<file path="src/rtl/stg_mo_if.sv">
// -----------------------------------------------------------------------------
// stg_mo_if : data-memory port of the memory-operation stage (stg_mo).
//
// Carries one req/ack transaction at a time. The stage (master) raises
// ow_mem_req with direction/address/write data held stable until the memory
// (slave) returns iw_mem_ack; read data is valid in the ack cycle.
//
// Signals
//   ow_mem_req    stage -> mem   request pending
//   ow_mem_we     stage -> mem   1 = write, 0 = read
//   ow_mem_addr   stage -> mem   ADDR_W address
//   ow_mem_wdata  stage -> mem   DATA_W write data
//   iw_mem_ack    mem -> stage   completion, rdata valid this cycle
//   iw_mem_rdata  mem -> stage   DATA_W read data
// -----------------------------------------------------------------------------
interface stg_mo_if #(
   parameter int ADDR_W = 48,
   parameter int DATA_W = 24
);
   logic              ow_mem_req;
   logic              ow_mem_we;
   logic [ADDR_W-1:0] ow_mem_addr;
   logic [DATA_W-1:0] ow_mem_wdata;
   logic              iw_mem_ack;
   logic [DATA_W-1:0] iw_mem_rdata;

   modport master (
      output ow_mem_req,
      output ow_mem_we,
      output ow_mem_addr,
      output ow_mem_wdata,
      input  iw_mem_ack,
      input  iw_mem_rdata
   );

   modport slave (
      input  ow_mem_req,
      input  ow_mem_we,
      input  ow_mem_addr,
      input  ow_mem_wdata,
      output iw_mem_ack,
      output iw_mem_rdata
   );
endinterface

</file>
<file path="src/rtl/stg_mo.sv">
// -----------------------------------------------------------------------------
// stg_mo : pipeline stage 5, memory operation (feeds writeback).
//
// ALU ops pass through one register stage. Loads/stores are latched, issued on
// the data-memory port (stg_mo_if, master side) and the stage stalls upstream
// until the memory acks; the completed op is then presented to writeback.
//
// Optional feature: define MO_TIMEOUT_EN to enable a BUSY timeout counter
// (TIMEOUT_CYC cycles) that aborts the access and pulses ow_fault. Without the
// macro BUSY waits indefinitely and ow_fault is tied low.
//
// Ports
//   iw_clk, iw_rst        clock, asynchronous active-high reset
//   iw_valid .. iw_result op from stage 4 (pc, instr, opc, load/store flags,
//                         memory address, store data, GP target, ALU result)
//   ow_stall              upstream must hold its inputs (state BUSY)
//   mem                   data-memory req/ack port
//   ow_valid .. ow_result op presented to writeback (registered)
//   ow_fault              one-cycle memory timeout abort flag
// -----------------------------------------------------------------------------
module stg_mo #(
   parameter int DATA_W   = 24,
   parameter int ADDR_W   = 48,
   parameter int TGT_GP_W = 4,
   parameter int OPC_W    = 8
`ifdef MO_TIMEOUT_EN
   ,
   parameter int TIMEOUT_CYC = 255
`endif
) (
   input  logic                iw_clk,
   input  logic                iw_rst,
   input  logic                iw_valid,
   input  logic [ADDR_W-1:0]   iw_pc,
   input  logic [DATA_W-1:0]   iw_instr,
   input  logic [OPC_W-1:0]    iw_opc,
   input  logic                iw_is_load,
   input  logic                iw_is_store,
   input  logic [ADDR_W-1:0]   iw_mem_addr,
   input  logic [DATA_W-1:0]   iw_store_data,
   input  logic [TGT_GP_W-1:0] iw_tgt_gp,
   input  logic                iw_tgt_gp_we,
   input  logic [DATA_W-1:0]   iw_result,
   output logic                ow_stall,
   stg_mo_if.master            mem,
   output logic                ow_valid,
   output logic [ADDR_W-1:0]   ow_pc,
   output logic [DATA_W-1:0]   ow_instr,
   output logic [OPC_W-1:0]    ow_opc,
   output logic [TGT_GP_W-1:0] ow_tgt_gp,
   output logic                ow_tgt_gp_we,
   output logic [DATA_W-1:0]   ow_result,
   output logic                ow_fault
);

   typedef enum logic [0:0] {
      ST_IDLE = 1'b0,
      ST_BUSY = 1'b1
   } state_t;

   state_t state_r, state_s;

   // memory port registers
   logic              req_r,       req_s;
   logic              mem_we_r,    mem_we_s;
   logic [ADDR_W-1:0] mem_addr_r,  mem_addr_s;
   logic [DATA_W-1:0] mem_wdata_r, mem_wdata_s;

   // op latched while its memory access is outstanding
   logic [ADDR_W-1:0]   lat_pc_r,        lat_pc_s;
   logic [DATA_W-1:0]   lat_instr_r,     lat_instr_s;
   logic [OPC_W-1:0]    lat_opc_r,       lat_opc_s;
   logic                lat_is_load_r,   lat_is_load_s;
   logic [TGT_GP_W-1:0] lat_tgt_gp_r,    lat_tgt_gp_s;
   logic                lat_tgt_gp_we_r, lat_tgt_gp_we_s;
   logic [DATA_W-1:0]   lat_result_r,    lat_result_s;

   // writeback output registers
   logic                wb_valid_r,     wb_valid_s;
   logic [ADDR_W-1:0]   wb_pc_r,        wb_pc_s;
   logic [DATA_W-1:0]   wb_instr_r,     wb_instr_s;
   logic [OPC_W-1:0]    wb_opc_r,       wb_opc_s;
   logic [TGT_GP_W-1:0] wb_tgt_gp_r,    wb_tgt_gp_s;
   logic                wb_tgt_gp_we_r, wb_tgt_gp_we_s;
   logic [DATA_W-1:0]   wb_result_r,    wb_result_s;

   logic mem_ack_s;

`ifdef MO_TIMEOUT_EN
   // Abort fires on the BUSY cycle that brings the count up to TIMEOUT_CYC.
   localparam logic [7:0] TO_LAST_C = 8'(TIMEOUT_CYC - 1);

   logic [7:0] to_cnt_r, to_cnt_s;
   logic       fault_r,  fault_s;
`endif

   // An ack only counts while a request is actually outstanding.
   assign mem_ack_s = mem.iw_mem_ack & req_r;

   // Next-state, memory-port and writeback next values.
   always_comb begin
      state_s         = state_r;
      req_s           = req_r;
      mem_we_s        = mem_we_r;
      mem_addr_s      = mem_addr_r;
      mem_wdata_s     = mem_wdata_r;
      lat_pc_s        = lat_pc_r;
      lat_instr_s     = lat_instr_r;
      lat_opc_s       = lat_opc_r;
      lat_is_load_s   = lat_is_load_r;
      lat_tgt_gp_s    = lat_tgt_gp_r;
      lat_tgt_gp_we_s = lat_tgt_gp_we_r;
      lat_result_s    = lat_result_r;
      // bubble by default: valid/we drop, the rest of WB holds
      wb_valid_s      = 1'b0;
      wb_pc_s         = wb_pc_r;
      wb_instr_s      = wb_instr_r;
      wb_opc_s        = wb_opc_r;
      wb_tgt_gp_s     = wb_tgt_gp_r;
      wb_tgt_gp_we_s  = 1'b0;
      wb_result_s     = wb_result_r;
`ifdef MO_TIMEOUT_EN
      to_cnt_s        = to_cnt_r;
      fault_s         = 1'b0;
`endif

      case (state_r)
         ST_IDLE: begin
            if (iw_valid && (iw_is_load || iw_is_store)) begin
               // load wins when both flags are set
               lat_pc_s        = iw_pc;
               lat_instr_s     = iw_instr;
               lat_opc_s       = iw_opc;
               lat_is_load_s   = iw_is_load;
               lat_tgt_gp_s    = iw_tgt_gp;
               lat_tgt_gp_we_s = iw_tgt_gp_we;
               lat_result_s    = iw_result;
               req_s           = 1'b1;
               mem_we_s        = iw_is_store & ~iw_is_load;
               mem_addr_s      = iw_mem_addr;
               mem_wdata_s     = iw_store_data;
               state_s         = ST_BUSY;
`ifdef MO_TIMEOUT_EN
               to_cnt_s        = 8'd0;
`endif
            end else if (iw_valid) begin
               wb_valid_s     = 1'b1;
               wb_pc_s        = iw_pc;
               wb_instr_s     = iw_instr;
               wb_opc_s       = iw_opc;
               wb_tgt_gp_s    = iw_tgt_gp;
               wb_tgt_gp_we_s = iw_tgt_gp_we;
               wb_result_s    = iw_result;
            end else begin
               wb_valid_s = 1'b0;
            end
         end

         ST_BUSY: begin
            if (mem_ack_s) begin
               req_s          = 1'b0;
               state_s        = ST_IDLE;
               wb_valid_s     = 1'b1;
               wb_pc_s        = lat_pc_r;
               wb_instr_s     = lat_instr_r;
               wb_opc_s       = lat_opc_r;
               wb_tgt_gp_s    = lat_tgt_gp_r;
               wb_tgt_gp_we_s = lat_tgt_gp_we_r & lat_is_load_r;
               wb_result_s    = lat_is_load_r ? mem.iw_mem_rdata : lat_result_r;
            end else begin
`ifdef MO_TIMEOUT_EN
               if (to_cnt_r == TO_LAST_C) begin
                  // give up: present the op without a GP write and flag it
                  req_s          = 1'b0;
                  state_s        = ST_IDLE;
                  to_cnt_s       = to_cnt_r + 8'd1;
                  fault_s        = 1'b1;
                  wb_valid_s     = 1'b1;
                  wb_pc_s        = lat_pc_r;
                  wb_instr_s     = lat_instr_r;
                  wb_opc_s       = lat_opc_r;
                  wb_tgt_gp_s    = lat_tgt_gp_r;
                  wb_tgt_gp_we_s = 1'b0;
                  wb_result_s    = lat_result_r;
               end else begin
                  to_cnt_s = to_cnt_r + 8'd1;
               end
`else
               state_s = ST_BUSY;
`endif
            end
         end

         default: begin
            state_s = ST_IDLE;
            req_s   = 1'b0;
         end
      endcase
   end

   // State and datapath registers; reset drops any outstanding request at once.
   always_ff @(posedge iw_clk or posedge iw_rst) begin
      if (iw_rst) begin
         state_r         <= ST_IDLE;
         req_r           <= 1'b0;
         mem_we_r        <= 1'b0;
         mem_addr_r      <= {ADDR_W{1'b0}};
         mem_wdata_r     <= {DATA_W{1'b0}};
         lat_pc_r        <= {ADDR_W{1'b0}};
         lat_instr_r     <= {DATA_W{1'b0}};
         lat_opc_r       <= {OPC_W{1'b0}};
         lat_is_load_r   <= 1'b0;
         lat_tgt_gp_r    <= {TGT_GP_W{1'b0}};
         lat_tgt_gp_we_r <= 1'b0;
         lat_result_r    <= {DATA_W{1'b0}};
         wb_valid_r      <= 1'b0;
         wb_pc_r         <= {ADDR_W{1'b0}};
         wb_instr_r      <= {DATA_W{1'b0}};
         wb_opc_r        <= {OPC_W{1'b0}};
         wb_tgt_gp_r     <= {TGT_GP_W{1'b0}};
         wb_tgt_gp_we_r  <= 1'b0;
         wb_result_r     <= {DATA_W{1'b0}};
      end else begin
         state_r         <= state_s;
         req_r           <= req_s;
         mem_we_r        <= mem_we_s;
         mem_addr_r      <= mem_addr_s;
         mem_wdata_r     <= mem_wdata_s;
         lat_pc_r        <= lat_pc_s;
         lat_instr_r     <= lat_instr_s;
         lat_opc_r       <= lat_opc_s;
         lat_is_load_r   <= lat_is_load_s;
         lat_tgt_gp_r    <= lat_tgt_gp_s;
         lat_tgt_gp_we_r <= lat_tgt_gp_we_s;
         lat_result_r    <= lat_result_s;
         wb_valid_r      <= wb_valid_s;
         wb_pc_r         <= wb_pc_s;
         wb_instr_r      <= wb_instr_s;
         wb_opc_r        <= wb_opc_s;
         wb_tgt_gp_r     <= wb_tgt_gp_s;
         wb_tgt_gp_we_r  <= wb_tgt_gp_we_s;
         wb_result_r     <= wb_result_s;
      end
   end

`ifdef MO_TIMEOUT_EN
   // Timeout counter and one-cycle fault flag.
   always_ff @(posedge iw_clk or posedge iw_rst) begin
      if (iw_rst) begin
         to_cnt_r <= 8'd0;
         fault_r  <= 1'b0;
      end else begin
         to_cnt_r <= to_cnt_s;
         fault_r  <= fault_s;
      end
   end

   assign ow_fault = fault_r;
`else
   assign ow_fault = 1'b0;
`endif

   assign ow_stall         = (state_r == ST_BUSY);
   assign mem.ow_mem_req   = req_r;
   assign mem.ow_mem_we    = mem_we_r;
   assign mem.ow_mem_addr  = mem_addr_r;
   assign mem.ow_mem_wdata = mem_wdata_r;
   assign ow_valid         = wb_valid_r;
   assign ow_pc            = wb_pc_r;
   assign ow_instr         = wb_instr_r;
   assign ow_opc           = wb_opc_r;
   assign ow_tgt_gp        = wb_tgt_gp_r;
   assign ow_tgt_gp_we     = wb_tgt_gp_we_r;
   assign ow_result        = wb_result_r;

endmodule
</file>
<file path="src/flat_wrapper.sv">
// flat-port wrapper written by rule: the top's interface ports become plain ports
module stg_mo_flat 
#(
   parameter int DATA_W   = 24,
   parameter int ADDR_W   = 48,
   parameter int TGT_GP_W = 4,
   parameter int OPC_W    = 8

)
  (iw_clk, iw_rst, iw_valid, iw_pc, iw_instr, iw_opc, iw_is_load, iw_is_store, iw_mem_addr, iw_store_data, iw_tgt_gp, iw_tgt_gp_we, iw_result, ow_stall, ow_valid, ow_pc, ow_instr, ow_opc, ow_tgt_gp, ow_tgt_gp_we, ow_result, ow_fault, mem_ow_mem_req, mem_ow_mem_we, mem_ow_mem_addr, mem_ow_mem_wdata, mem_iw_mem_ack, mem_iw_mem_rdata);
  stg_mo_if #(.ADDR_W(ADDR_W), .DATA_W(DATA_W)) mem_i ();
  input  logic iw_clk;
  input  logic iw_rst;
  input  logic iw_valid;
  input  logic [ADDR_W-1:0] iw_pc;
  input  logic [DATA_W-1:0] iw_instr;
  input  logic [OPC_W-1:0] iw_opc;
  input  logic iw_is_load;
  input  logic iw_is_store;
  input  logic [ADDR_W-1:0] iw_mem_addr;
  input  logic [DATA_W-1:0] iw_store_data;
  input  logic [TGT_GP_W-1:0] iw_tgt_gp;
  input  logic iw_tgt_gp_we;
  input  logic [DATA_W-1:0] iw_result;
  output logic ow_stall;
  output logic ow_valid;
  output logic [ADDR_W-1:0] ow_pc;
  output logic [DATA_W-1:0] ow_instr;
  output logic [OPC_W-1:0] ow_opc;
  output logic [TGT_GP_W-1:0] ow_tgt_gp;
  output logic ow_tgt_gp_we;
  output logic [DATA_W-1:0] ow_result;
  output logic ow_fault;
  output wire logic [$bits(mem_i.ow_mem_req)-1:0] mem_ow_mem_req;
  output wire logic [$bits(mem_i.ow_mem_we)-1:0] mem_ow_mem_we;
  output wire logic [$bits(mem_i.ow_mem_addr)-1:0] mem_ow_mem_addr;
  output wire logic [$bits(mem_i.ow_mem_wdata)-1:0] mem_ow_mem_wdata;
  input wire logic [$bits(mem_i.iw_mem_ack)-1:0] mem_iw_mem_ack;
  input wire logic [$bits(mem_i.iw_mem_rdata)-1:0] mem_iw_mem_rdata;
  assign mem_ow_mem_req = mem_i.ow_mem_req;
  assign mem_ow_mem_we = mem_i.ow_mem_we;
  assign mem_ow_mem_addr = mem_i.ow_mem_addr;
  assign mem_ow_mem_wdata = mem_i.ow_mem_wdata;
  assign mem_i.iw_mem_ack = mem_iw_mem_ack;
  assign mem_i.iw_mem_rdata = mem_iw_mem_rdata;
  stg_mo #(.DATA_W(DATA_W), .ADDR_W(ADDR_W), .TGT_GP_W(TGT_GP_W), .OPC_W(OPC_W)) u_core (.iw_clk(iw_clk), .iw_rst(iw_rst), .iw_valid(iw_valid), .iw_pc(iw_pc), .iw_instr(iw_instr), .iw_opc(iw_opc), .iw_is_load(iw_is_load), .iw_is_store(iw_is_store), .iw_mem_addr(iw_mem_addr), .iw_store_data(iw_store_data), .iw_tgt_gp(iw_tgt_gp), .iw_tgt_gp_we(iw_tgt_gp_we), .iw_result(iw_result), .ow_stall(ow_stall), .mem(mem_i), .ow_valid(ow_valid), .ow_pc(ow_pc), .ow_instr(ow_instr), .ow_opc(ow_opc), .ow_tgt_gp(ow_tgt_gp), .ow_tgt_gp_we(ow_tgt_gp_we), .ow_result(ow_result), .ow_fault(ow_fault));
endmodule
</file>
<file path="config.mk">
export PLATFORM = sky130hd
export DESIGN_NAME = stg_mo_flat
export DESIGN_NICKNAME = d
export VERILOG_FILES = /design/src/rtl/stg_mo_if.sv /design/src/rtl/stg_mo.sv /design/src/flat_wrapper.sv
export SDC_FILE = /design/constraint.sdc
export NUM_CORES = 1
export LEC_CHECK = 0
export CAP_MARGIN = 20
export CORE_ASPECT_RATIO = 1.1
export CORE_MARGIN = 10
export CORE_UTILIZATION = 48
export CTS_BUF_LIST = sky130_fd_sc_hd__clkbuf_4 sky130_fd_sc_hd__clkbuf_8
export DETAILED_ROUTE_END_ITERATION = 10
export PLACE_DENSITY = 0.87
export SYNTH_ARGS = -nofsm -noshare
export SYNTH_HDL_FRONTEND = slang
export SYNTH_SLANG_ARGS = --single-unit
</file>
<file path="constraint.sdc">
create_clock -name iw_clk -period 12.6 [get_ports iw_clk]
set_clock_uncertainty 0.05 [all_clocks]
set_input_delay 2.52 -clock iw_clk [delete_from_list [all_inputs] [get_ports iw_clk]]
set_output_delay 2.52 -clock iw_clk [all_outputs]
set_load 0.1 [all_outputs]
</file>
# --- Yosys cells after proc, flatten, opt, wreduce, memory -nomap -nowiden ---
# Cells that the tools add are included.
word_totals:
  rom_bits: 0
  input_bits: 211
  word_cells: 68
  ram_bits: 0
  latch_bits: 0
  ff_bits: 295
  mem_count: 0
  output_inout_bits: 186
op_classes:
  muxes: 35
  n_addsub: 0
  n_eq_ne: 4
  bitwise_logic: 5
  n_reduce_logical: 5
  order_cmp: 0
  mul: 0
  shift: 0
  div: 0
op_table:
  columns: ["operator", "count"]
  rows:
  - ["$mux W24", 7]
  - ["$mux W48", 3]
  - ["$pmux W24 S2", 2]
  - ["$pmux W48 S2", 1]
  - ["$mux W8", 3]
  - ["$pmux W8 S2", 1]
  - ["$mux W4", 3]
  - ["$mux W1", 10]
  - ["$pmux W1 S2", 4]
  - ["$pmux W4 S2", 1]
  - ["$ne A2 B2 Y1 const B", 3]
  - ["$reduce_and A2 Y1", 2]
  - ["$and A1 B1 Y1", 3]
  - ["$reduce_and A3 Y1", 1]
  - ["$ne A2 B1 Y1 const B", 1]
  - ["$not A1 Y1", 2]
  - ["$logic_and A1 B1 Y1", 1]
  - ["$logic_or A1 B1 Y1", 1]

# --- Logic depth before layout (Yosys ltp) ---
# Gate-level depths: netlist of the first run.
logic_depth:
  ltp_word: 4
  mapped_depth: 8
  depth_no_buf: 3

# --- Worst setup path after synthesis of the first run ---
# OpenSTA, ideal clock, no wires.
synth_timing:
  path_kind: "input -> register"
  start: "input iw_is_store"
  end: "register u_core.wb_result_r[0], in the netlist u_core.ow_result[0]"
  arrival_time_ps: 3936
  stages: 7
  setup_time_ps: 127
  path_buffers: 4
  path_slack_ps: 8488
  path_cell_list: "or4b_1 -> clkbuf_1 -> and2_1 -> buf_6 -> buf_6 -> buf_6 -> a221o_1"
synth_via:
  elab_chain_cells: 4
synth_rtl:
  columns: ["element", "line", "rtl"]
  rows:
  - ["from (decl)", "flat_wrapper.sv:19", "input logic iw_is_store;"]
  - ["$logic_or A1 B1 Y1", "stg_mo.sv:129", "if (iw_valid && (iw_is_load || iw_is_store)) begin"]
  - ["$logic_and A1 B1 Y1", "stg_mo.sv:129", null]
  - ["$ne A2 B2 Y1 (no source line)", null, null]
  - ["$reduce_and A3 Y1 (no source line)", null, null]
  - ["to (signal assigned)", "stg_mo.sv:222", "wb_result_r <= {DATA_W{1'b0}};"]
  - ["to (signal assigned)", "stg_mo.sv:242", "wb_result_r <= wb_result_s;"]
  - ["to (decl)", "stg_mo.sv:85", "logic [DATA_W-1:0] wb_result_r, wb_result_s;"]
# Every way passes these cells.
# A chain may end at the register's enable or synchronous reset.

# --- Final worst setup path of the first run ---
layout_timing:
  start: "register u_core.state_r, in the netlist u_core.ow_stall"
  end: "output ow_stall"
layout_rtl:
  columns: ["element", "line", "rtl"]
  rows:
  - ["from (decl)", "stg_mo.sv:61", "state_t state_r, state_s;"]
  - ["from (signal assigned)", "stg_mo.sv:224", "state_r <= state_s;"]
  - ["to (decl)", "flat_wrapper.sv:25", "output logic ow_stall;"]
# No word-level cell between the ends.

==> run_results.csv, run 1 <==
group,metric,value,unit
logic_synthesis,synth_top_cell_area_share,61.0,%
logic_synthesis,synth.distinct_cells,23,
logic_synthesis,synthTopCellsByCount,"dfrtp_1, mux2_2, mux2i_1",
logic_synthesis,syn_nets,1101,
route,num_vias,8971,
cts,cts.clk_slew.worst_paths,60,ps
setup_path,critPathBufInv,1,
route,ant_nets,0,
sta,hold_violations,0,
logic_synthesis,yosys_warnings,0,
grt,grt_antenna_before_repair,2,
setup_path,critPathKind,"reg -> out",
cts,holdBufCountCts,0,
route,dr.pass1.iters,4,
sta,rsz0062_at_grt,"false",
final_layout,nets,1487,
logic_synthesis,synth_edf_count,0,
final_layout,layout-area-overhead-vs-synth,43.0,%
die,die_area,32000,um2
cts,cts_tree,"done",
grt,grt_max_degree,166,
logic_synthesis,avgSynthCellArea,13.6,um2
setup_path,required,10030,ps
logic_synthesis,netlist_instances,890,
logic_synthesis,yosysTopAreaCell,"dfrtp_1",
setup_path,critPathArrivalTime,2580,ps
die,die-width,171,um
status,status,"complete, no violations",
route,wl_per_cell,23.2,um
setup_path,crit_path_end_kind,"output pin",
logic_synthesis,synth_area,12100,um2
logic_synthesis,synth_seq_cells,295,
route,drt-initial-drc-count,742,
setup_path,crit_fanout,27,
flow_run,cap_violations,0,
die,rows,60,
logic_synthesis,async_reset_ff_share,100,%
die,start_util,49.1,%
sta,tightest_slew,1140,ps
cts,post_cts_buffers,0,
sta,tns,0,ps
grt,grt_pass1_wl,57.7,mm
min_path,hold_class,"reg -> reg",
logic_synthesis,synth.most_common_cell,"dfrtp_1",
route,remaining_drc_errors,0,
setup_path,start_kind,"flop",
grt,track_usage,22.8,%
sta,setup_viol_count_final,0,
cts,cts.sinks,295,
die,core-area,24600,um2
route,viasPerCell,5.54,
grt,grt_overflow,0,
sta,drv_slew,0,
die,fp.dieH,187,um
cts,ctsLongestPathBuffers,3,
setup_path,crit_path_top_delay_cell,"clkdlybuf4s50_1",
setup_path,r2r-start,"u_core.ow_stall$_DFF_PP0_",
cts,cts_htree_levels,2,
logic_synthesis,ys_dominant_reg_cell,"dfrtp_1",
place,portBuffers,395,
setup_path,path_delay_family,"buffers and inverters",
grt,grt_pass1_vias,9802,
logic_synthesis,ys_top_cells_by_area,"dfrtp_1, mux2_2, mux2i_1",
final_layout,fillCellCount,1674,
min_path,hold_start,"u_core.ow_pc[3]$_DFFE_PP0P_",
sta,relSlewSlack,23.5,%
die,num_io_pins,397,
setup_path,path_cells,"clkdlybuf4s50_1",
cts,worstSkewPairLatency,540,ps
setup_path,startpoint,"u_core.ow_stall$_DFF_PP0_",
cts,numCtsBuffers,49,
logic_synthesis,yosysSeqAreaShare,61.0,%
cts,cts-root-buf,"clkbuf_8",
place,finalWeightedCongestion,0.785,
cts,cts-resized-gates,0,
sta,period_minus_slack,5150,ps
setup_path,critPathMaxStageDelay,1250,ps
sta,fmax,194,MHz
final_layout,drive_above_1_share,21.5,%
route,wl,37.6,mm
sta,finalCritPeriodShare,40.9,%
place,dp_hpwl,26.2,mm
[worst paths after layout]
kind / cells after the start / slack, ps / to
max: 1 / 7450 / ow_stall
min: 2 / 450 / u_core.ow_pc[3]$_DFFE_PP0P_
max reg2reg: 4 / 9190 / u_core.mem.ow_mem_wdata[11]$_DFFE_PP0P_
min reg2reg: 2 / 450 / u_core.ow_pc[3]$_DFFE_PP0P_
max in group asynchronous: 3 / 8530 / u_core.ow_opc[2]$_DFFE_PP0P_
min in group asynchronous: 2 / 2480 / u_core.lat_pc_r[21]$_DFFE_PP0P_
[through the flow]
| stage | utilization, % | std cells | area, um2 | hold slack (ps) | worst slack [ps] |
|---|---|---|---|---|---|
| 6_report | 70.3 | 1620 | 17300 | 446 | 7450 |
| 5_1_grt | 70.3 | 1620 | 17300 | 460 | 7360 |
| 4_1_cts | 70.2 | 1617 | 17300 | 452 | 7410 |
| 3_5_place_dp | 66.0 | 1534 | 16300 | 439 | 6930 |
| 3_3_place_gp | 66.0 | 1534 | 16300 | 431 | 7000 |
| 2_1_floorplan | - | 890 | 12100 | 430 | 1880 |
[cells in the final DEF (no fill, tap or decap), drive strengths merged]
cell type,instances
a21o,2
a21oi,2
a221o,24
a22o,1
and2,1
buf,10
bufinv,1
clkbuf,77
clkdlybuf4s50,395
clkinv,4
clkinvlp,1
conb,1
dfrtp,295
diode,2
inv,2
mux2,181
mux2i,108
nand2,5
nand3,85
nor2,24
nor2b,1
nor4b,1
o21a,1
o21ai,85
or4b,1
[logic make-up (layout without fill, tap and decap cells)]
| family | Yosys count | after routing | synth area share [%] |
|---|---|---|---|
| DFF | 295 | 295 | 61.0 |
| muxes | 289 | 289 | 25.8 |
| and+or+nand+nor | 118 | 118 | 4.67 |
| AOI/OAI and AO/OA | 115 | 115 | 5.84 |
| buffers and inverters | 72 | 490 | 2.65 |
| other | 1 | 3 | 0.0310 |
[state kept, by name, summed over array words and instances, names as in the netlist, 4 cells and up]
signal                   flops
u_core.ow_opc                8
u_core.ow_tgt_gp             4
u_core.ow_result            24
u_core.lat_tgt_gp_r          4
u_core.mem.ow_mem_wdata     24
u_core.lat_instr_r          24
u_core.lat_result_r         24
u_core.ow_pc                48
u_core.mem.ow_mem_addr      48
u_core.ow_instr             24
u_core.lat_pc_r             48
u_core.lat_opc_r             8
[cell type report]
class / instances / area, um2 / area share (%)
multi-input combinational: 523 / 4430 / 25.6
antenna: 2 / 5.00 / 0.0289
timing repair buffer: 405 / 4050 / 23.4
clock inverter: 6 / 61.3 / 0.354
sequential: 295 / 7390 / 42.7
clock buffer: 77 / 966 / 5.58
tap: 310 / 388 / 2.24
inverter: 2 / 15.0 / 0.0868
[routing by layer]
metal  routed length (um)  part of all wire, %  track usage, %  vias to the layer above
li1                     -                    -               -                     3979
met1                13600                   36            25.2                     4516
met2                18800                   50            38.7                      403
met3                 4050                   11            9.38                       73
met4                 1180                  3.1            7.67                        0
met5                    0                    0               0                        -
Power of run 1 is not shown: default switching activity piles up to over one toggle a cycle in this logic, so the estimate is an artifact.
==> run 2, diff against run 1 <==
- clock period: 12.6 -> 5 ns (I/O delays scaled with it)
==> run 2 against run 1 <==
Compared with the run above: via count is 0.55% higher; setup slack lost 6300 ps; routed wire length is 0.78% higher; die area unchanged; critical path depth unchanged; global-route usage up 0.31 points; clock-buffer cell count is the same; critical endpoint unchanged; largest cell class unchanged.
==> run_results.csv, run 2 (synthesis results as in run 1) <==
group,metric,value,unit
cts,holdBufCountCts,0,
place,dp_slack,1580,ps
final_layout,drive_above_1_share,21.7,%
cts,cts.sinks,295,
final_layout,final_common_cell,"clkdlybuf4s50_1",
sta,setup_viol_count_final,0,
cts,numCtsBuffers,49,
setup_path,path_cells,"clkdlybuf4s50_1",
final_layout,nets,1492,
sta,finalCritPeriodShare,77.8,%
grt,grt_antenna_before_repair,6,
setup_path,crit_path_end_kind,"output pin",
route,num_vias,9020,
sta,whs,449,ps
cts,worstSkewPairLatency,560,ps
cts,cts-resized-gates,0,
sta,drv_slew,0,
sta,tightest_slew,1130,ps
grt,grt_overflow,0,
route,wl,37.9,mm
cts,cts-root-buf,"clkbuf_8",
setup_path,critPathBufInv,1,
sta,relSlewSlack,24.7,%
setup_path,critPathArrivalTime,2840,ps
final_layout,fillCellCount,1689,
setup_path,crit_fanout,45,
sta,period_minus_slack,3890,ps
sta,tns,0,ps
setup_path,ff2ff_setup_slack,2190,ps
die,die_area,32000,um2
place,finalWeightedCongestion,0.839,
cts,ctsLongestPathBuffers,3,
setup_path,path_delay_family,"buffers and inverters",
cts,post_cts_buffers,0,
grt,track_usage,23.1,%
final_layout,regArea,7390,um2
sta,fmax,257,MHz
route,ant_nets,0,
final_layout,layout-area-overhead-vs-synth,43.6,%
grt,grt_pass1_wl,58.1,mm
setup_path,start_kind,"flop",
sta,postLayoutSetupSlackWorst,1110,ps
place,portBuffers,395,
sta,rsz0062_at_grt,"false",
route,viasPerCell,5.54,
route,remaining_drc_errors,0,
cts,cts.clk_slew.worst_paths,60,ps
route,wl_per_cell,23.3,um
grt,grt_pass1_vias,9854,
setup_path,critPathMaxStageDelay,1280,ps
final_layout,final_cell_mix,"clkdlybuf4s50_1, dfrtp_1, mux2_2",
final_layout,multi_input_area,4430,um2
route,drt-initial-drc-count,729,
cts,cts_tree,"done",
die,rows,60,
route,dr.pass1.iters,5,
setup_path,required,3950,ps
die,die-width,171,um
die,num_io_pins,397,
setup_path,critPathKind,"reg -> out",
grt,grt_max_degree,88,
die,start_util,49.1,%
flow_run,cap_violations,0,
setup_path,crit_path_top_delay_cell,"clkdlybuf4s50_1",
die,core-area,24600,um2
min_path,hold_class,"reg -> reg",
place,dp_hpwl,26.4,mm
sta,hold_violations,0,
status,status,"complete, no violations",
cts,cts_htree_levels,2,
die,fp.dieH,187,um
run 2: cell count changes in the layout (fill, tap and decap cells not counted):
cell and change:
inv_8 -1, clkinvlp_4 +1, bufinv_16 -1, buf_12 +5, diode_2 +4, clkinv_4 -1
run 2: through the flow:
step | std cells | instance area (um2) | util [%]
finish | 1627 | 17400 | 70.5
global route | 1627 | 17400 | 70.5
CTS | 1620 | 17300 | 70.4
detailed placement | 1539 | 16300 | 66.4
global placement | 1539 | 16300 | 66.4
floorplan | 890 | 12100 | -
run 2: final timing paths:
| check | depth (start not counted) | startpoint | endpoint |
|---|---|---|---|
| setup / recovery | 1 | u_core.ow_stall$_DFF_PP0_ | ow_stall |
| hold / removal | 2 | u_core.ow_pc[1]$_DFFE_PP0P_ | u_core.ow_pc[1]$_DFFE_PP0P_ |
| setup reg to reg | 4 | u_core.ow_stall$_DFF_PP0_ | u_core.ow_result[12]$_DFFE_PP0P_ |
| hold reg to reg | 2 | u_core.ow_pc[1]$_DFFE_PP0P_ | u_core.ow_pc[1]$_DFFE_PP0P_ |
| max in group asynchronous | 4 | iw_rst | u_core.ow_pc[38]$_DFFE_PP0P_ |
| min in group asynchronous | 2 | iw_rst | u_core.mem.ow_mem_addr[35]$_DFFE_PP0P_ |
run 2: metal layers:
layer / vias up / GRT usage (%) / share of wire (%)
met1: 4503 / 25.0 / 36
met4: 0 / 11.2 / 4.6
met5: - / 0 / 0
li1: 4003 / - / -
met2: 415 / 38.0 / 48
met3: 99 / 10.0 / 11
run 2: final cells by class:
class                           count  area share, %
Antenna cell                        6         0.0864
Clock buffer                       77           5.56
Clock inverter                      4          0.130
Inverter                            2         0.0648
Multi-Input combinational cell    523           25.5
Sequential cell                   295           42.5
Tap cell                          310           2.23
Timing Repair Buffer              410           23.9
Power of run 2 is left out for the same reason.
